### src/rtl/pl_fetch_queue_pkg.sv
// rtl/pl_fetch_queue_pkg.sv - shared constants and fetch-entry type for the fetch queue
package pl_fetch_queue_pkg;

  localparam int XLEN = 32;
  localparam logic [XLEN-1:0] NOP_INST = 32'h00000013;

  typedef struct packed {
    logic [XLEN-1:0] pc;
    logic [XLEN-1:0] inst;
    logic            filled;
  } fetch_entry_t;

endpackage

### src/rtl/pl_fetch_queue_if.sv
// rtl/pl_fetch_queue_if.sv - instruction-memory and IF/ID handshake bundle
interface pl_fetch_queue_if #(
  parameter int XLEN = 32
);

  logic            imem_req;
  logic [XLEN-1:0] imem_addr;
  logic            imem_gnt;
  logic            imem_rvalid;
  logic [XLEN-1:0] imem_rdata;
  logic            dout_valid;
  logic [XLEN-1:0] dout_pc;
  logic [XLEN-1:0] dout_inst;
  logic            dout_ready;

  modport master (
    output imem_req, imem_addr,
    input  imem_gnt, imem_rvalid, imem_rdata,
    output dout_valid, dout_pc, dout_inst,
    input  dout_ready
  );

  modport slave (
    input  imem_req, imem_addr,
    output imem_gnt, imem_rvalid, imem_rdata,
    input  dout_valid, dout_pc, dout_inst,
    output dout_ready
  );

endinterface

### src/rtl/pl_fetch_entry_ram.sv
// rtl/pl_fetch_entry_ram.sv - fetch-entry register array with alloc, fill, pop and head-read ports
module pl_fetch_entry_ram
  import pl_fetch_queue_pkg::fetch_entry_t;
#(
  parameter int DEPTH = 4,
  parameter int AW    = 2,
  parameter int XLEN  = 32
) (
  input  logic            clk,
  input  logic            clrn,
  input  logic            clear_all,
  input  logic            alloc_we,
  input  logic [AW-1:0]   alloc_idx,
  input  logic [XLEN-1:0] alloc_pc,
  input  logic            fill_we,
  input  logic [AW-1:0]   fill_idx,
  input  logic [XLEN-1:0] fill_inst,
  input  logic            pop_we,
  input  logic [AW-1:0]   pop_idx,
  input  logic [AW-1:0]   head_idx,
  output fetch_entry_t    head
);

  fetch_entry_t mem [DEPTH];

  // alloc, fill and pop never target the same entry in one cycle, so their order is free
  always_ff @(posedge clk or negedge clrn) begin
    if (!clrn) begin
      for (int i = 0; i < DEPTH; i++) mem[i] <= '0;
    end else begin
      for (int i = 0; i < DEPTH; i++) begin
        if (clear_all) begin
          mem[i].filled <= 1'b0;
        end else begin
          if (alloc_we && alloc_idx == AW'(i)) begin
            mem[i].pc     <= alloc_pc;
            mem[i].filled <= 1'b0;
          end
          if (fill_we && fill_idx == AW'(i)) begin
            mem[i].inst   <= fill_inst;
            mem[i].filled <= 1'b1;
          end
          if (pop_we && pop_idx == AW'(i)) mem[i].filled <= 1'b0;
        end
      end
    end
  end

  assign head = mem[head_idx];

endmodule

### src/rtl/pl_fetch_queue.sv
// rtl/pl_fetch_queue.sv - in-order instruction fetch queue with credit, PC stall and flush discard
module pl_fetch_queue
  import pl_fetch_queue_pkg::fetch_entry_t;
#(
  parameter int DEPTH = 4,
  parameter int AW    = 2,
  parameter int XLEN  = 32
) (
  input  logic            clk,
  input  logic            clrn,
  input  logic [XLEN-1:0] pc,
  output logic            wpc,
  input  logic            flush,
  pl_fetch_queue_if.master bus
);

  logic [AW-1:0] alloc_ptr, fill_ptr, head_ptr;
  logic [AW:0]   alloc_cnt, unfill_cnt, discard_cnt;
  logic [AW+1:0] credit_sum;
  logic          alloc, fill, drop, pop;
  fetch_entry_t  head;

  // credit counts only registered state; a pop frees its slot one cycle later
  assign credit_sum   = {1'b0, alloc_cnt} + {1'b0, discard_cnt};
  assign bus.imem_req = clrn & ~flush & (credit_sum < (AW+2)'(DEPTH));
  assign bus.imem_addr = pc;
  assign alloc = bus.imem_req & bus.imem_gnt;
  assign wpc   = clrn & (alloc | flush);

  assign drop = bus.imem_rvalid & (discard_cnt != '0);
  assign fill = bus.imem_rvalid & (discard_cnt == '0) & (unfill_cnt != '0);
  assign pop  = head.filled & bus.dout_ready;

  assign bus.dout_valid = head.filled;
  assign bus.dout_pc    = head.pc;
  assign bus.dout_inst  = head.inst;

  always_ff @(posedge clk or negedge clrn) begin
    if (!clrn) begin
      alloc_ptr   <= '0;
      fill_ptr    <= '0;
      head_ptr    <= '0;
      alloc_cnt   <= '0;
      unfill_cnt  <= '0;
      discard_cnt <= '0;
    end else if (flush) begin
      // every unfilled entry becomes a response to drop, less one arriving right now
      alloc_ptr   <= '0;
      fill_ptr    <= '0;
      head_ptr    <= '0;
      alloc_cnt   <= '0;
      unfill_cnt  <= '0;
      discard_cnt <= discard_cnt + unfill_cnt - (AW+1)'(drop | fill);
    end else begin
      if (alloc) alloc_ptr <= alloc_ptr + 1'b1;
      if (fill)  fill_ptr  <= fill_ptr + 1'b1;
      if (pop)   head_ptr  <= head_ptr + 1'b1;
      if (drop)  discard_cnt <= discard_cnt - 1'b1;
      alloc_cnt  <= alloc_cnt + (AW+1)'(alloc) - (AW+1)'(pop);
      unfill_cnt <= unfill_cnt + (AW+1)'(alloc) - (AW+1)'(fill);
    end
  end

  pl_fetch_entry_ram #(.DEPTH(DEPTH), .AW(AW), .XLEN(XLEN)) u_ram (
    .clk       (clk),
    .clrn      (clrn),
    .clear_all (flush),
    .alloc_we  (alloc),
    .alloc_idx (alloc_ptr),
    .alloc_pc  (pc),
    .fill_we   (fill & ~flush),
    .fill_idx  (fill_ptr),
    .fill_inst (bus.imem_rdata),
    .pop_we    (pop & ~flush),
    .pop_idx   (head_ptr),
    .head_idx  (head_ptr),
    .head      (head)
  );

  // a response with nothing to drop and nothing waiting for it is a memory protocol error
  a_no_orphan_rvalid: assert property (@(posedge clk) disable iff (!clrn)
    !(bus.imem_rvalid && discard_cnt == '0 && unfill_cnt == '0));

endmodule

### src/flat_wrapper.sv
// flat-port wrapper written by rule: the top's interface ports become plain ports
module pl_fetch_queue_flat import pl_fetch_queue_pkg::fetch_entry_t;
#(
  parameter int DEPTH = 4,
  parameter int AW    = 2,
  parameter int XLEN  = 32
)
  (clk, clrn, pc, wpc, flush, bus_imem_req, bus_imem_addr, bus_imem_gnt, bus_imem_rvalid, bus_imem_rdata, bus_dout_valid, bus_dout_pc, bus_dout_inst, bus_dout_ready);
  pl_fetch_queue_if #(.XLEN(XLEN)) bus_i ();
  input  logic clk;
  input  logic clrn;
  input  logic [XLEN-1:0] pc;
  output logic wpc;
  input  logic flush;
  output wire logic [$bits(bus_i.imem_req)-1:0] bus_imem_req;
  output wire logic [$bits(bus_i.imem_addr)-1:0] bus_imem_addr;
  input wire logic [$bits(bus_i.imem_gnt)-1:0] bus_imem_gnt;
  input wire logic [$bits(bus_i.imem_rvalid)-1:0] bus_imem_rvalid;
  input wire logic [$bits(bus_i.imem_rdata)-1:0] bus_imem_rdata;
  output wire logic [$bits(bus_i.dout_valid)-1:0] bus_dout_valid;
  output wire logic [$bits(bus_i.dout_pc)-1:0] bus_dout_pc;
  output wire logic [$bits(bus_i.dout_inst)-1:0] bus_dout_inst;
  input wire logic [$bits(bus_i.dout_ready)-1:0] bus_dout_ready;
  assign bus_imem_req = bus_i.imem_req;
  assign bus_imem_addr = bus_i.imem_addr;
  assign bus_i.imem_gnt = bus_imem_gnt;
  assign bus_i.imem_rvalid = bus_imem_rvalid;
  assign bus_i.imem_rdata = bus_imem_rdata;
  assign bus_dout_valid = bus_i.dout_valid;
  assign bus_dout_pc = bus_i.dout_pc;
  assign bus_dout_inst = bus_i.dout_inst;
  assign bus_i.dout_ready = bus_dout_ready;
  pl_fetch_queue #(.DEPTH(DEPTH), .AW(AW), .XLEN(XLEN)) u_core (.clk(clk), .clrn(clrn), .pc(pc), .wpc(wpc), .flush(flush), .bus(bus_i));
endmodule
### config.mk
export PLATFORM = sky130hd
export DESIGN_NAME = pl_fetch_queue_flat
export DESIGN_NICKNAME = d
export VERILOG_FILES = /design/src/rtl/pl_fetch_queue_pkg.sv /design/src/rtl/pl_fetch_queue_if.sv /design/src/rtl/pl_fetch_entry_ram.sv /design/src/rtl/pl_fetch_queue.sv /design/src/flat_wrapper.sv
export SDC_FILE = /design/constraint.sdc
export NUM_CORES = 1
export LEC_CHECK = 0
export BUFFER_PORTS_ARGS = -buffer_cell sky130_fd_sc_hd__buf_2
export CORE_MARGIN = 8
export CORE_UTILIZATION = 55
export CTS_CLUSTER_SIZE = 12
export DETAILED_ROUTE_END_ITERATION = 8
export PLACE_DENSITY = 0.77
export SYNTH_ARGS = -nofsm -noshare
export SYNTH_HDL_FRONTEND = slang
export SYNTH_HIERARCHICAL = 1
export SYNTH_SLANG_ARGS = --single-unit
### constraint.sdc
create_clock -name clk -period 3.8 [get_ports clk]
set_input_delay 0.38 -clock clk [delete_from_list [all_inputs] [get_ports clk]]
set_output_delay 0.38 -clock clk [all_outputs]
set_load 0.1 [all_outputs]
==> run summary <==
layout cell share with drive strength beyond 1 = 60.22%
PortBufs = 168
core area = 22,570 um2
Die Footprint = 27,960 um2
die height = 167.2 um
Worst Hold End = u_core/u_ram/mem[200]$_DFFE_PN0P_
Setup Viol. Count Final = 0
Pre-antenna DRT Iters = 4
RR Endpoint = u_core/discard_cnt[2]$_DFFE_PN0P_
CP max FO = 68
Hold Path Cell Cnt = 2
pwr dens = 673.1 nW/um2
Worst Tran Pin Value = 1.035 ns
CTS buffer count = 29
Required @ worst endpoint = 3.42 ns
Sink Count = 275
# IOs = 169
drt total wl = 24.79 mm
hold_sp = bus_imem_rdata[4]
Hold Crit Class = in -> reg
relative slew slack = 31.02%
r2r worst-path depth = 13
post-synthesis sequential area ratio = 54.71%
Area Overhead vs Synth = 14.09%
number of global-route vias before repair = 7,793
Fill cells = 1,693
Slew Limit Fails = 0
FF-to-FF setup slack = 1.03 ns
initial core utilization = 55.73%
Clock transition at path regs = 0.06 ns
average cell area after synthesis = 16.27 um2
synth warn = 6
DP HPWL = 15.67 mm
Rows = 55
commonest non-fill, non-tap cell in the layout = dfrtp_1
drt initial violations = 365
Final Hold Viols = 0
Gate Count Post-Synth = 773
Antenna Nets Post-Route = 0
CTS tree = built
postcts setup bufs = 0
crit path kind = reg -> out
vias = 6,821
post-synthesis async set-or-reset flop share = 100.0%
critical path launch point type = flip-flop
DRC errors left = 0
top cell type's share of synthesized area = 54.71%
skew final = 0.02838 ns
Worst Setup End Kind = output port
antenna cell count = 0
Placer Congestion = 0.7603
worst-skew pair later-pin latency = 0.54 ns
FF-to-FF Start = u_core/discard_cnt[0]$_DFFE_PN0P_
htree depth = 1
synth top area cells = dfrtp_1, mux2_2, mux4_2
final worst-path cycle share = 77.19%
Final min period = 2.933 ns
register bit total from synthesis = 275
outcome = completed
CTS Buffer Depth = 3
Root Buffer = clkbuf_16
gr usage total = 18.07%
grt ovf = 0
first-pass GRT wire length = 41.61 mm
Netlist Area Pre-Place = 12,580 um2
initial antenna violation count = 2
Worst Path Arrival = 2.55 ns
final core occ = 63.58%
Yosys top cell by area = dfrtp_1
ys flop type = dfrtp_1
nets = 997
vias per std cell = 5.614
largest net degree at the start of global routing = 78
most frequent cells in the layout = dfrtp_1, mux2_2, buf_2, mux4_2, clkbuf_16
fmax = 0.3409 GHz
EDFF count, synth = 0
RSZ-0062 raised after global routing = no
count of cell types in the netlist = 45
max_cap viols = 0
Avg WL per Cell = 20.40 um
Worst VDD drop = 440.2 uV
syn_nets = 857
setup TNS = 0 ns
leakage dissipation = 7.105 nW
chip width = 167.2 um
flip-flops by register name, summed over array words and instances (netlist names):
| name | flops |
|---|---|
| u_core/alloc_cnt | 3 |
| u_core/alloc_ptr | 2 |
| u_core/head_ptr | 2 |
| u_core/fill_ptr | 2 |
| u_core/u_ram/mem | 260 |
| u_core/discard_cnt | 3 |
| u_core/unfill_cnt | 3 |
metal layers:
| metal | global-route usage (%) | up-vias | wire length (um) |
|---|---|---|---|
| met5 | 0 | - | 20 |
| met4 | 3.571 | 4 | 404 |
| met3 | 5.220 | 35 | 1629 |
| met2 | 30.28 | 158 | 12240 |
| met1 | 23.28 | 3563 | 10490 |
| li1 | - | 3061 | - |
layout make-up:
type / instances / area (um2) / area share [%]
Timing Repair Buffer: 186 / 1013 / 7.063
Multi-Input combinational cell: 405 / 5107 / 35.59
Clock buffer: 43 / 818.3 / 5.702
Inverter: 16 / 60.06 / 0.4185
Tap cell: 285 / 356.6 / 2.485
Sequential cell: 275 / 6887 / 47.99
Clock inverter: 5 / 107.6 / 0.7498
power breakdown:
group | switching [mW] | internal [mW]
combinational | 2.64 | 0.816
sequential | 0.176 | 3.27
clock | 1.08 | 1.68
how the worst max path moves through the flow:
stage                                       from                                 to  slack, ns  cells past startpoint
2_1_floorplan     u_core/head_ptr[0]$_DFFE_PN0P_      u_core/alloc_cnt[2]$_DFF_PN0_       0.57                     12
3_3_place_gp   u_core/discard_cnt[0]$_DFFE_PN0P_  u_core/discard_cnt[2]$_DFFE_PN0P_       1.14                     13
3_5_place_dp   u_core/discard_cnt[0]$_DFFE_PN0P_  u_core/discard_cnt[2]$_DFFE_PN0P_       1.05                     13
4_1_cts           u_core/head_ptr[1]$_DFFE_PN0P_                  bus_dout_inst[19]       0.80                      3
5_1_grt           u_core/head_ptr[1]$_DFFE_PN0P_                  bus_dout_inst[30]       0.75                      3
6_report          u_core/head_ptr[1]$_DFFE_PN0P_                  bus_dout_inst[19]       0.87                      3
worst max-delay path, stage by stage (launching register included):
cell and delay [ns]:
dfrtp_2 0.36, buf_4 0.79, mux4_2 0.41, buf_2 0.44
cell usage after synthesis (3+ instances only):
cell / n
ha_1: 11
nand2_1: 3
dfrtp_1: 275
nand3_1: 4
mux2_2: 253
xor2_1: 6
buf_6: 10
buf_1: 6
fa_1: 3
mux4_2: 65
xnor2_1: 7
inv_1: 15
buf_4: 42
nor2_1: 11
buf_2: 16
mux2_1: 4
a31oi_1: 6
nor2b_1: 3
logic make-up (layout without fill, tap and decap cells):
logic type      count (synthesis)  count (layout)  synth area share, %
compound gates                 10              10               0.5372
xor+xnor                       13              13               0.9052
fa+ha+maj                      14              14                1.572
buf+inv                        93             250                4.804
flops                         275             275                54.71
mux                           324             324                34.81
simple gates                   44              44                2.666
metrics by stage:
stage / instances / hold slack, ns / power (mW) / setup WS [ns] / cell area [um2]
detailed placement: 1166 / 0.2086 / 6.974 / 1.045 / 13410
finish: 1215 / 0.1095 / 9.659 / 0.8669 / 14350
global route: 1215 / 0.1020 / 10.05 / 0.7498 / 14350
CTS: 1215 / 0.08294 / 9.783 / 0.8016 / 14350
global placement: 1166 / 0.2123 / 6.930 / 1.138 / 13410
floorplan: 773 / 0.08441 / 6.409 / 0.5720 / 12580
what timing repair did:
action,4_1_cts,5_1_grt
hold buffers,1,0
endpoints found under the hold margin,16,0
resized for setup,0,0
No activity file was read; power rests on OpenSTA's default activity.
